--- src/rtl/bypass_data_network.sv ---
// RR->EX operand bypass mux: latches per-operand selects and pipelines int/mem results one stage.
// Optional define BYPASS_MEM_WB_PATH_EN keeps the mem WB result registers and honours stage 3.
module bypass_data_network #(
    parameter int unsigned INT_LANES  = 2,
    parameter int unsigned MEM_LANES  = 1,
    parameter int unsigned OPERANDS   = 6,
    parameter int unsigned DATA_WIDTH = 32
) (
    input  logic                            clk,
    input  logic                            rst,
    input  logic                            stall,
    input  logic                            clear,
    input  logic [OPERANDS-1:0]             sel_valid,
    input  logic [OPERANDS*2-1:0]           sel_stg,
    input  logic [OPERANDS*2-1:0]           sel_lane,
    input  logic [INT_LANES*DATA_WIDTH-1:0] int_ex_data,
    input  logic [MEM_LANES*DATA_WIDTH-1:0] mem_ma_data,
    input  logic [OPERANDS*DATA_WIDTH-1:0]  rf_data,
    output logic [OPERANDS*DATA_WIDTH-1:0]  operand
);

    typedef enum logic [1:0] {
        STG_INT_EX = 2'd0,
        STG_INT_WB = 2'd1,
        STG_MEM_MA = 2'd2,
        STG_MEM_WB = 2'd3
    } stg_t;

    logic [OPERANDS-1:0]   sel_v_q;
    stg_t                  sel_stg_q  [OPERANDS];
    logic [1:0]            sel_lane_q [OPERANDS];
    logic [DATA_WIDTH-1:0] int_wb_q   [INT_LANES];
`ifdef BYPASS_MEM_WB_PATH_EN
    logic [DATA_WIDTH-1:0] mem_wb_q   [MEM_LANES];
`endif

    // rst and clear share the same reset image; stall only gates the load
    always_ff @(posedge clk) begin
        if (rst || clear) begin
            sel_v_q <= '0;
            for (int unsigned k = 0; k < OPERANDS; k++) begin
                sel_stg_q[k]  <= STG_INT_EX;
                sel_lane_q[k] <= '0;
            end
            for (int unsigned i = 0; i < INT_LANES; i++) int_wb_q[i] <= '0;
`ifdef BYPASS_MEM_WB_PATH_EN
            for (int unsigned j = 0; j < MEM_LANES; j++) mem_wb_q[j] <= '0;
`endif
        end else if (!stall) begin
            sel_v_q <= sel_valid;
            for (int unsigned k = 0; k < OPERANDS; k++) begin
                sel_stg_q[k]  <= stg_t'(sel_stg[2*k +: 2]);
                sel_lane_q[k] <= sel_lane[2*k +: 2];
            end
            for (int unsigned i = 0; i < INT_LANES; i++)
                int_wb_q[i] <= int_ex_data[i*DATA_WIDTH +: DATA_WIDTH];
`ifdef BYPASS_MEM_WB_PATH_EN
            for (int unsigned j = 0; j < MEM_LANES; j++)
                mem_wb_q[j] <= mem_ma_data[j*DATA_WIDTH +: DATA_WIDTH];
`endif
        end
    end

    // Lane matching by loop: an out-of-range lane never matches, so rf_data stays selected
    always_comb begin
        operand = rf_data;
        for (int unsigned k = 0; k < OPERANDS; k++) begin
            if (sel_v_q[k]) begin
                case (sel_stg_q[k])
                    STG_INT_EX: begin
                        for (int unsigned l = 0; l < INT_LANES; l++)
                            if (32'(sel_lane_q[k]) == l)
                                operand[k*DATA_WIDTH +: DATA_WIDTH] = int_ex_data[l*DATA_WIDTH +: DATA_WIDTH];
                    end
                    STG_INT_WB: begin
                        for (int unsigned l = 0; l < INT_LANES; l++)
                            if (32'(sel_lane_q[k]) == l)
                                operand[k*DATA_WIDTH +: DATA_WIDTH] = int_wb_q[l];
                    end
                    STG_MEM_MA: begin
                        for (int unsigned l = 0; l < MEM_LANES; l++)
                            if (32'(sel_lane_q[k]) == l)
                                operand[k*DATA_WIDTH +: DATA_WIDTH] = mem_ma_data[l*DATA_WIDTH +: DATA_WIDTH];
                    end
`ifdef BYPASS_MEM_WB_PATH_EN
                    STG_MEM_WB: begin
                        for (int unsigned l = 0; l < MEM_LANES; l++)
                            if (32'(sel_lane_q[k]) == l)
                                operand[k*DATA_WIDTH +: DATA_WIDTH] = mem_wb_q[l];
                    end
`endif
                    default: ;
                endcase
            end
        end
    end

endmodule

--- config.mk ---
export PLATFORM = sky130hd
export DESIGN_NAME = bypass_data_network
export DESIGN_NICKNAME = d
export VERILOG_FILES = /design/src/rtl/bypass_data_network.sv
export SDC_FILE = /design/constraint.sdc
export NUM_CORES = 1
export LEC_CHECK = 0
export ABC_AREA = 1
export BUFFER_PORTS_ARGS = -buffer_cell sky130_fd_sc_hd__buf_2
export CAP_MARGIN = 30
export CELL_PAD_IN_SITES_DETAIL_PLACEMENT = 1
export CELL_PAD_IN_SITES_GLOBAL_PLACEMENT = 1
export CORE_MARGIN = 2
export CORE_UTILIZATION = 31
export CTS_BUF_LIST = sky130_fd_sc_hd__clkbuf_4 sky130_fd_sc_hd__clkbuf_8 sky130_fd_sc_hd__clkbuf_16
export DETAILED_ROUTE_END_ITERATION = 10
export GPL_ROUTABILITY_DRIVEN = 0
export GPL_TIMING_DRIVEN = 0
export PLACE_DENSITY_LB_ADDON = 0.1
export SLEW_MARGIN = 20
export SYNTH_ARGS = -nofsm -noshare
export SYNTH_HDL_FRONTEND = slang
export SYNTH_SLANG_ARGS = --single-unit
--- constraint.sdc ---
create_clock -name clk -period 4.02 [get_ports clk]
set_input_delay 1.206 -clock clk [delete_from_list [all_inputs] [get_ports clk]]
set_output_delay 1.206 -clock clk [all_outputs]
set_load 0.05 [all_outputs]
==> metrics.txt <==
status=finished with violations; failing checks=setup timing; Final nets=5014; Core Region=0.0606 mm2; Crit path arrival time=roughly 3000 ps; CP required=2810 ps; CTS Buffer Depth=2; max-cap violation count=0; CTS tree=done; largest family of logic cells by synthesized area=simple AND/OR/NAND/NOR gates; num rows=90; endpoints failing hold=0; Post-DP Area=between 0.02 and 0.025 mm2; synthesized net count=4474; clk_skew=0 ps; Clock power frac=0.163; DR vias/cell=5.70; CTS sink cnt=94; critical path class=register to output port; RSZ-0062 raised after global routing=yes; design area=0.0233 mm2; GR Util All Layers=0.451; sw frac=0.586; Yosys cell types=15; Max-slew headroom=0.310; Die Width=about 250 um; commonest cells after routing, fill and taps aside=1513 x nand2_1, 1245 x nor2_1, 624 x nand3_1, 597 x buf_2, 401 x inv_1; Worst path slowest cell=clkbuf_1; first-pass GRT wire length=205 mm; CTS H-tree depth=3; Seq cells post-synth=94; Max FO, Critical Path=7; Hold Crit Class=register to register; CTS Buf Count=9; period utilisation layout=1.03; Peak VDD IR=about 0.25 mV; initial DRC count=about 3900; Overflow after GRT=0; Lkg Pwr=0.0136 uW; Worst Path Buf+Inv=5; CP Launch Type=register; CTS Root Cell=clkbuf_16; Sequential Power Share=0.189; power per cell area=262 mW/mm2; largest net degree at the start of global routing=49; die footprint=0.0636 mm2; I/O Pins=514; most common cell after layout, fill and taps aside=nand2_1; Clock transition at path regs=80 ps; mean routed wirelength per cell=27.1 um; Adder-Cell Fraction of Synth Area=0; via count=roughly 31000; detailed-route wire length=between 100 and 150 mm; initial antenna violation count=11; Initial Util=0.315; synthesis-to-finish area growth=22.2%; Post-Synthesis Cells=4152; residual DRC count=0; clock latency on the worst-skew pair=a little under 400 ps; XOR/XNOR Fraction of Synth Area=0; Die Y=252 um; Logic pwr share=0.647; endpoints failing setup=17; Port Buf Inserts=513; Post-Syn Area per Cell=4.60 um2; Top delay family on crit path=buffers and inverters; antenna-violating nets left=0; CP max stage delay=550 ps; nature of the critical path endpoint=output port; crit-path cells=buf_2 > inv_2 > nor2_2 > clkbuf_1 > buf_6 > nand2_1 > nand3_1 > nand2_1 > nor2_1 > nor2_1 > buf_2; Netlist Area Pre-Place=~0.019 mm2; hpwl dp=110 mm; internal power=between 2000 and 3000 uW; f_max=240 MHz; Worst-Margin Slew=1040 ps; Synth Area in Compound Gates=0.00433; register area share after synthesis=0.145; mux contribution to synthesized area=0; min Tclk post-route=4160 ps; post-route setup slack=-139 ps; number of global-route vias before repair=just under 30000; Pre-Repair DR Iteration Count=8; Simple-Gate Fraction of Synth Area=0.711; Psw=3580 uW; Warnings, synthesis=0; Max Transition Viols Final=0; CTS Hold Buffers Added=0; ratio of cells with drive above 1 in the final layout=0.159; hold_ws=517 ps
[metal layers]
metal,vias to the layer above,share of wire,GRT usage
li1,13700,-,-
met1,14600,0.36,0.546
met2,2340,0.41,0.673
met3,690,0.13,0.133
met4,10,0.091,0.340
met5,-,0.00058,0
[cells in the mapped netlist (all sizes together)]
cell	count	share of area
nand2	1514	0.30
nor2	1259	0.25
nand3	624	0.16
inv	407	0.080
buf	141	0.040
clkbuf	101	0.020
edfxtp	88	0.14
a21oi	6	0.0028
dfxtp	6	0.0063
o21ai	6	0.0016
[what timing repair did]
item                                    4_1_cts  5_1_grt
setup buffers                                 0        0
resized for setup                            26       70
endpoints found under the setup margin       87       96
[power by group through the flow]
stage / clock, uW / sequential (uW) / combinational [uW]
final: 999 / 1160 / 3950
after global routing: 1010 / 1160 / 4090
after CTS: 976 / 1150 / 3750
after detailed placement: 0 / 1170 / 3730
after global placement: 0 / 1180 / 3660
after floorplan: 0 / 1170 / 2200
[state kept, by name, indices dropped and copies added (netlist names)]
name and count:
int_wb_q 64, sel_stg_q 12, sel_v_q 6, sel_lane_q 12
[tightest hold or removal path, stage by stage, from the launching register on]
cell and delay, ps:
dfxtp_1 310, inv_1 80, o21ai_0 80
[kinds of logic (layout without fill, tap and decap cells)]
| family | Yosys count | in the layout |
|---|---|---|
| flip-flops | 94 | 94 |
| AND/OR/NAND/NOR | 3397 | 3397 |
| other | 0 | 6 |
| buffers and inverters | 649 | 1194 |
| AO/OA/AOI/OAI | 12 | 12 |
[per-stage QoR]
stage	power, uW	setup slack [ps]	util	TNS, ps	instances
detailed placement	4910	111	0.376	0	5457
global placement	4840	-1520	0.374	-140580	5447
floorplan	3370	200	-	0	4152
global route	6250	-36.6	0.385	-109	5482
finish	6110	-139	0.385	-520	5485
CTS	5880	8.61	0.382	0	5473
[worst paths after layout]
path	startpoint	to	slack, ps	depth (start not counted)
setup / recovery	sel_lane_q[0][0]$_SDFFCE_PN0P_	operand[20]	-140	11
hold / removal	sel_v_q[2]$_SDFFE_PP0N_	sel_v_q[2]$_SDFFE_PP0N_	520	2
setup reg to reg	sel_v_q[1]$_SDFFE_PP0N_	sel_v_q[1]$_SDFFE_PP0N_	3360	2
hold reg to reg	sel_v_q[2]$_SDFFE_PP0N_	sel_v_q[2]$_SDFFE_PP0N_	520	2
[area by class of cell]
type                            count  area [um2]
Antenna cell                        6        15.0
Buffer                            242        1250
Clock buffer                       10         250
Clock inverter                      6        57.6
Fill cell                        9262       37300
Inverter                          407        1530
Multi-Input combinational cell   3409       13700
Sequential cell                    94        2760
Tap cell                          782         978
Timing Repair Buffer              529        2790
No activity file was read; power rests on OpenSTA's default activity.
